==> src/rtl/muxn_pkg.sv <==
// -----------------------------------------------------------------------------
// muxn_pkg
// Shared types and helpers for the N:1 selector pipeline.
//   state_t    : occupancy of the main/skid register pair
//   sel_width  : select/tag width for an n-input selector (never below 1)
//   MAX_NUM_IN : largest supported input count
// -----------------------------------------------------------------------------
package muxn_pkg;

    localparam int MAX_NUM_IN = 16;

    // EMPTY: nothing held, ONE: main holds a word, TWO: main and skid hold words
    typedef enum logic [1:0] {
        EMPTY = 2'd0,
        ONE   = 2'd1,
        TWO   = 2'd2
    } state_t;

    function automatic int sel_width(input int n);
        return (n < 2) ? 1 : $clog2(n);
    endfunction

endpackage : muxn_pkg

==> src/rtl/muxn_comb.sv <==
// -----------------------------------------------------------------------------
// muxn_comb
// Purely combinational NUM_IN:1 word selector over a flattened input bus.
// A select value with no matching input (sel >= NUM_IN) falls back to the last
// input, NUM_IN-1.
// Ports:
//   sel      in  SEL_W          source index
//   in_data  in  NUM_IN*WIDTH   input k at bits [k*WIDTH +: WIDTH]
//   out_data out WIDTH          selected word
// -----------------------------------------------------------------------------
module muxn_comb
    import muxn_pkg::*;
#(
    parameter int WIDTH  = 32,
    parameter int NUM_IN = 4,
    parameter int SEL_W  = sel_width(NUM_IN)
) (
    input  logic [SEL_W-1:0]        sel,
    input  logic [NUM_IN*WIDTH-1:0] in_data,
    output logic [WIDTH-1:0]        out_data
);

    // NOTE: out_data gets a value before the loop so every path assigns it;
    // without that default an unmatched select would infer a latch.
    always_comb begin
        out_data = in_data[(NUM_IN-1)*WIDTH +: WIDTH];
        for (int k = 0; k < NUM_IN; k++) begin
            if (int'(sel) == k) begin
                out_data = in_data[k*WIDTH +: WIDTH];
            end
        end
    end

endmodule : muxn_comb

==> src/rtl/muxn_pipe.sv <==
// -----------------------------------------------------------------------------
// muxn_pipe
// N:1 datapath selector with a registered valid/ready output stage. A main
// register plus a skid register give full throughput while in_ready depends
// only on the state flops. Each output word carries the select that chose it.
//
// Optional build macro: MUXN_RANGE_ERR_EN
//   defined   : accepts with sel >= NUM_IN are consumed but not enqueued, and
//               sel_err pulses for one cycle after such an accept.
//   undefined : sel_err is tied low; out-of-range selects use input NUM_IN-1.
//
// Ports:
//   clk       in  1             rising-edge clock
//   rst_n     in  1             synchronous active-low reset
//   in_valid  in  1             sel/in_data valid
//   in_ready  out 1             block can accept (from state flops only)
//   sel       in  SEL_W         source index, sampled on accept
//   in_data   in  NUM_IN*WIDTH  flattened inputs
//   out_valid out 1             out_data/out_tag valid
//   out_ready in  1             downstream accepts
//   out_data  out WIDTH         selected word
//   out_tag   out SEL_W         select that produced out_data
//   sel_err   out 1             out-of-range select pulse
// -----------------------------------------------------------------------------
module muxn_pipe
    import muxn_pkg::*;
#(
    parameter int WIDTH  = 32,
    parameter int NUM_IN = 4,
    parameter int SEL_W  = sel_width(NUM_IN)
) (
    input  logic                    clk,
    input  logic                    rst_n,
    input  logic                    in_valid,
    output logic                    in_ready,
    input  logic [SEL_W-1:0]        sel,
    input  logic [NUM_IN*WIDTH-1:0] in_data,
    output logic                    out_valid,
    input  logic                    out_ready,
    output logic [WIDTH-1:0]        out_data,
    output logic [SEL_W-1:0]        out_tag,
    output logic                    sel_err
);

    state_t             state_q, state_d;
    logic [WIDTH-1:0]   main_data_q, skid_data_q;
    logic [SEL_W-1:0]   main_tag_q,  skid_tag_q;
    logic [WIDTH-1:0]   mux_data;

    logic               accept, emit, enq;
    logic               load_main, main_from_skid, load_skid;

    muxn_comb #(
        .WIDTH  (WIDTH),
        .NUM_IN (NUM_IN),
        .SEL_W  (SEL_W)
    ) u_comb (
        .sel      (sel),
        .in_data  (in_data),
        .out_data (mux_data)
    );

    assign in_ready  = (state_q != TWO);
    assign out_valid = (state_q != EMPTY);
    assign out_data  = main_data_q;
    assign out_tag   = main_tag_q;

    assign accept = in_valid && in_ready;
    assign emit   = out_valid && out_ready;

`ifdef MUXN_RANGE_ERR_EN
    logic sel_in_range;
    logic sel_err_q;

    // An out-of-range accept completes the handshake but stores nothing.
    assign sel_in_range = (int'(sel) < NUM_IN);
    assign enq          = accept && sel_in_range;
    assign sel_err      = sel_err_q;

    always_ff @(posedge clk) begin
        if (!rst_n) begin
            sel_err_q <= 1'b0;
        end else begin
            sel_err_q <= accept && !sel_in_range;
        end
    end
`else
    assign enq     = accept;
    assign sel_err = 1'b0;
`endif

    always_comb begin
        state_d        = state_q;
        load_main      = 1'b0;
        main_from_skid = 1'b0;
        load_skid      = 1'b0;
        case (state_q)
            EMPTY: begin
                if (enq) begin
                    state_d   = ONE;
                    load_main = 1'b1;
                end
            end
            ONE: begin
                if (enq && emit) begin
                    load_main = 1'b1;
                end else if (enq) begin
                    state_d   = TWO;
                    load_skid = 1'b1;
                end else if (emit) begin
                    state_d = EMPTY;
                end
            end
            TWO: begin
                // in_ready is low here, so only an emit can move the state.
                if (emit) begin
                    state_d        = ONE;
                    load_main      = 1'b1;
                    main_from_skid = 1'b1;
                end
            end
            default: state_d = EMPTY;
        endcase
    end

    // NOTE: sequential state uses non-blocking assignments so every register
    // samples the pre-edge values, whatever order the statements appear in.
    // The data registers are cleared on reset as well because out_data must
    // read zero straight after reset, not just be ignored while invalid.
    always_ff @(posedge clk) begin
        if (!rst_n) begin
            state_q     <= EMPTY;
            main_data_q <= '0;
            main_tag_q  <= '0;
            skid_data_q <= '0;
            skid_tag_q  <= '0;
        end else begin
            state_q <= state_d;
            if (load_main) begin
                main_data_q <= main_from_skid ? skid_data_q : mux_data;
                main_tag_q  <= main_from_skid ? skid_tag_q  : sel;
            end
            if (load_skid) begin
                skid_data_q <= mux_data;
                skid_tag_q  <= sel;
            end
        end
    end

endmodule : muxn_pipe

==> config.mk <==
export PLATFORM = sky130hd
export DESIGN_NAME = muxn_pipe
export DESIGN_NICKNAME = d
export VERILOG_FILES = /design/src/rtl/muxn_pkg.sv /design/src/rtl/muxn_comb.sv /design/src/rtl/muxn_pipe.sv
export SDC_FILE = /design/constraint.sdc
export NUM_CORES = 1
export LEC_CHECK = 0
export CORE_MARGIN = 8
export CORE_UTILIZATION = 46
export CTS_CLUSTER_DIAMETER = 50
export CTS_CLUSTER_SIZE = 20
export DETAILED_ROUTE_END_ITERATION = 7
export HOLD_SLACK_MARGIN = 0.03
export PLACE_DENSITY_LB_ADDON = 0.1
export SLEW_MARGIN = 20
export SYNTH_ARGS = -nofsm -noshare
export SYNTH_HDL_FRONTEND = slang
export SYNTH_SLANG_ARGS = --single-unit
==> constraint.sdc <==
create_clock -name clk -period 2.43 [get_ports clk]
set_input_delay 0.486 -clock clk [delete_from_list [all_inputs] [get_ports clk]]
set_output_delay 0.486 -clock clk [all_outputs]
set_load 0.005 [all_outputs]
==> reports/metrics.cfg <==
[place]
portBuffers=169
gp_congestion=0.7460
placed_area_mm2=0.005653
hpwl_um=7981

[cells_and_area]
fin_area_mm2=0.005856
layout_commonest_cell=clkdlybuf4s50_1
syn2layout_area_growth_pct=49.38
drive_gt1_frac=0.1830
nNetsFinal=649
diodes=0
multi_input_area_mm2=0.002286
fill_cells=614
seq_area_mm2=0.001401
final_cell_mix=167 x clkdlybuf4s50_1, 71 x nand2_1, 70 x dfxtp_1

[clock_network]
cts_tree=done
post-cts-setup-buffer-count=0
clk_latency_ns=0.34
cts_buffer_depth=2
clk_pin_slew_worst_paths_ns=0.07
clock_sinks=70
cts_resized=0
ctsRootBufferMaster=clkbuf_8
holdBufCountCts=0
cts_buffers=9
cts-htree-levels=3

[sta]
clock_skew_ns=0.005444
drv_slew=0
min_period_ns=1.996
setup_tns_ns=0
maxClockFrequency_ghz=0.5009
period_share=0.8216
finalHoldViolations=0
setup_viol_count_final=0
rsz0062_at_grt=no

[logic_synthesis]
syn_avg_cell_area_um2=10.68
synth.distinct_cells=22
ys.flop_type=dfxtp_1
yosysWarnings=0
synth_top_cell_area_share=0.3575
syn-num-nets=501
syn_area_mm2=0.003920
synth_area_leaders=dfxtp_1 36%, mux4_2 18%, a211oi_2 9.6%
async_flop_share=0
syn_inst=367
synth_top_cell_by_area=dfxtp_1
ys_ff_latch=70
synth_edf_count=0
seq_area_frac_synth=0.3575

[worst_setup_path]
path_class=flop to output port
cp-start-kind=flop
worstPathArrival_ns=1.51
required_ns=1.94
cp-end-kind=output port
worstPathMaxFanout=9

[route]
dr_wl_met2_um=5541
via_count=3451
vias_per_cell=5.530
drtPass1Iterations=4
routedLengthMet1_um=4370
dr.first_iter.drc_count=136
ant_nets=0
drc=0
routed.top_layer=met4
avgRoutedWirePerCell_um=18.06
totalWireLength_um=11270
dr_wl_met3_um=1208

[hold_path]
hp-class=flop to flop

[power]
peakVddDrop_v=0.0002809
p_leak_nw=2.206
power.density_mw_per_mm2=528.2

[grt]
grt_max_degree=71
grt_pass1_wl_um=18150
track_usage=0.1939
first_global_vias=3764
grt_antenna_before_repair=0
grt_overflow_total=0

[floorplan]
ios=171
die_area_mm2=0.01173
die_height_um=108.3
rows=33
initial_utilization=0.4747
die_w_um=108.3
core_mm2=0.008258

[job]
maxCapViolCount=0

[outcome]
status=complete, no violations

cell type report:
class	count	share of cell area
tap	105	0.02244
clock buffer	10	0.02179
clock inverter	5	0.01282
multi-input combinational	252	0.3904
timing repair buffer	180	0.3120
sequential	70	0.2393
inverter	2	0.001282
registers in the layout, indices dropped and copies added, names as in the netlist:
register	flops
out_data	32
skid_data_q	32
out_tag	2
skid_tag_q	2
state_q	2
metal layers:
| layer | track usage | up-vias |
|---|---|---|
| met5 | 0 | - |
| met4 | 0.05865 | 0 |
| met3 | 0.08031 | 14 |
| met2 | 0.3352 | 138 |
| met1 | 0.2124 | 1624 |
| li1 | - | 1675 |
through the flow:
stage / instances / hold slack [ns] / util / power (mW) / worst slack (ns)
after floorplan: 367 / 0.4357 / - / 1.713 / 0.7086
after global placement: 609 / 0.4406 / 0.6845 / 2.119 / 0.2442
after detailed placement: 609 / 0.4456 / 0.6845 / 2.139 / 0.1948
after CTS: 624 / 0.4551 / 0.7091 / 3.119 / 0.4130
after global routing: 624 / 0.4684 / 0.7091 / 3.237 / 0.3708
final: 624 / 0.4534 / 0.7091 / 3.093 / 0.4335
logic make-up (layout without fill, tap and decap cells):
family | count (synthesis) | count (layout) | synth area share
AOI/OAI and AO/OA | 106 | 106 | 0.2190
and+or+nand+nor | 78 | 78 | 0.08331
DFF | 70 | 70 | 0.3575
muxes | 67 | 67 | 0.2745
buffers and inverters | 45 | 197 | 0.06479
other | 1 | 1 | 0.0009566
critical path, cell delays in order (launching register included):
cell	delay (ns)
dfxtp_1	0.53
or2_1	0.16
clkdlybuf4s50_1	0.49
cell usage after synthesis (2+ instances only):
| cell | number |
|---|---|
| nand2_1 | 71 |
| buf_4 | 3 |
| clkbuf_1 | 20 |
| buf_6 | 8 |
| nand3b_1 | 2 |
| a211oi_1 | 39 |
| dfxtp_1 | 70 |
| a211oi_2 | 30 |
| inv_2 | 2 |
| a21oi_1 | 35 |
| mux4_2 | 32 |
| a21o_1 | 2 |
| buf_2 | 11 |
| mux2i_1 | 34 |
final timing paths:
kind,from,slack [ns],end,cells after the start
worst max-delay path,state_q[1],0.43,out_valid,2
worst min-delay path,skid_data_q[8],0.45,skid_data_q[8],2
worst max register to register,state_q[1],0.69,out_tag[1],4
worst min register to register,skid_data_q[8],0.45,skid_data_q[8],2
power breakdown:
| group | total, mW | internal (mW) | switching [mW] |
|---|---|---|---|
| registers | 1.27 | 1.23 | 0.0463 |
| clock network | 0.985 | 0.567 | 0.418 |
| logic | 0.833 | 0.509 | 0.324 |
(Power assumes the default switching activity.)
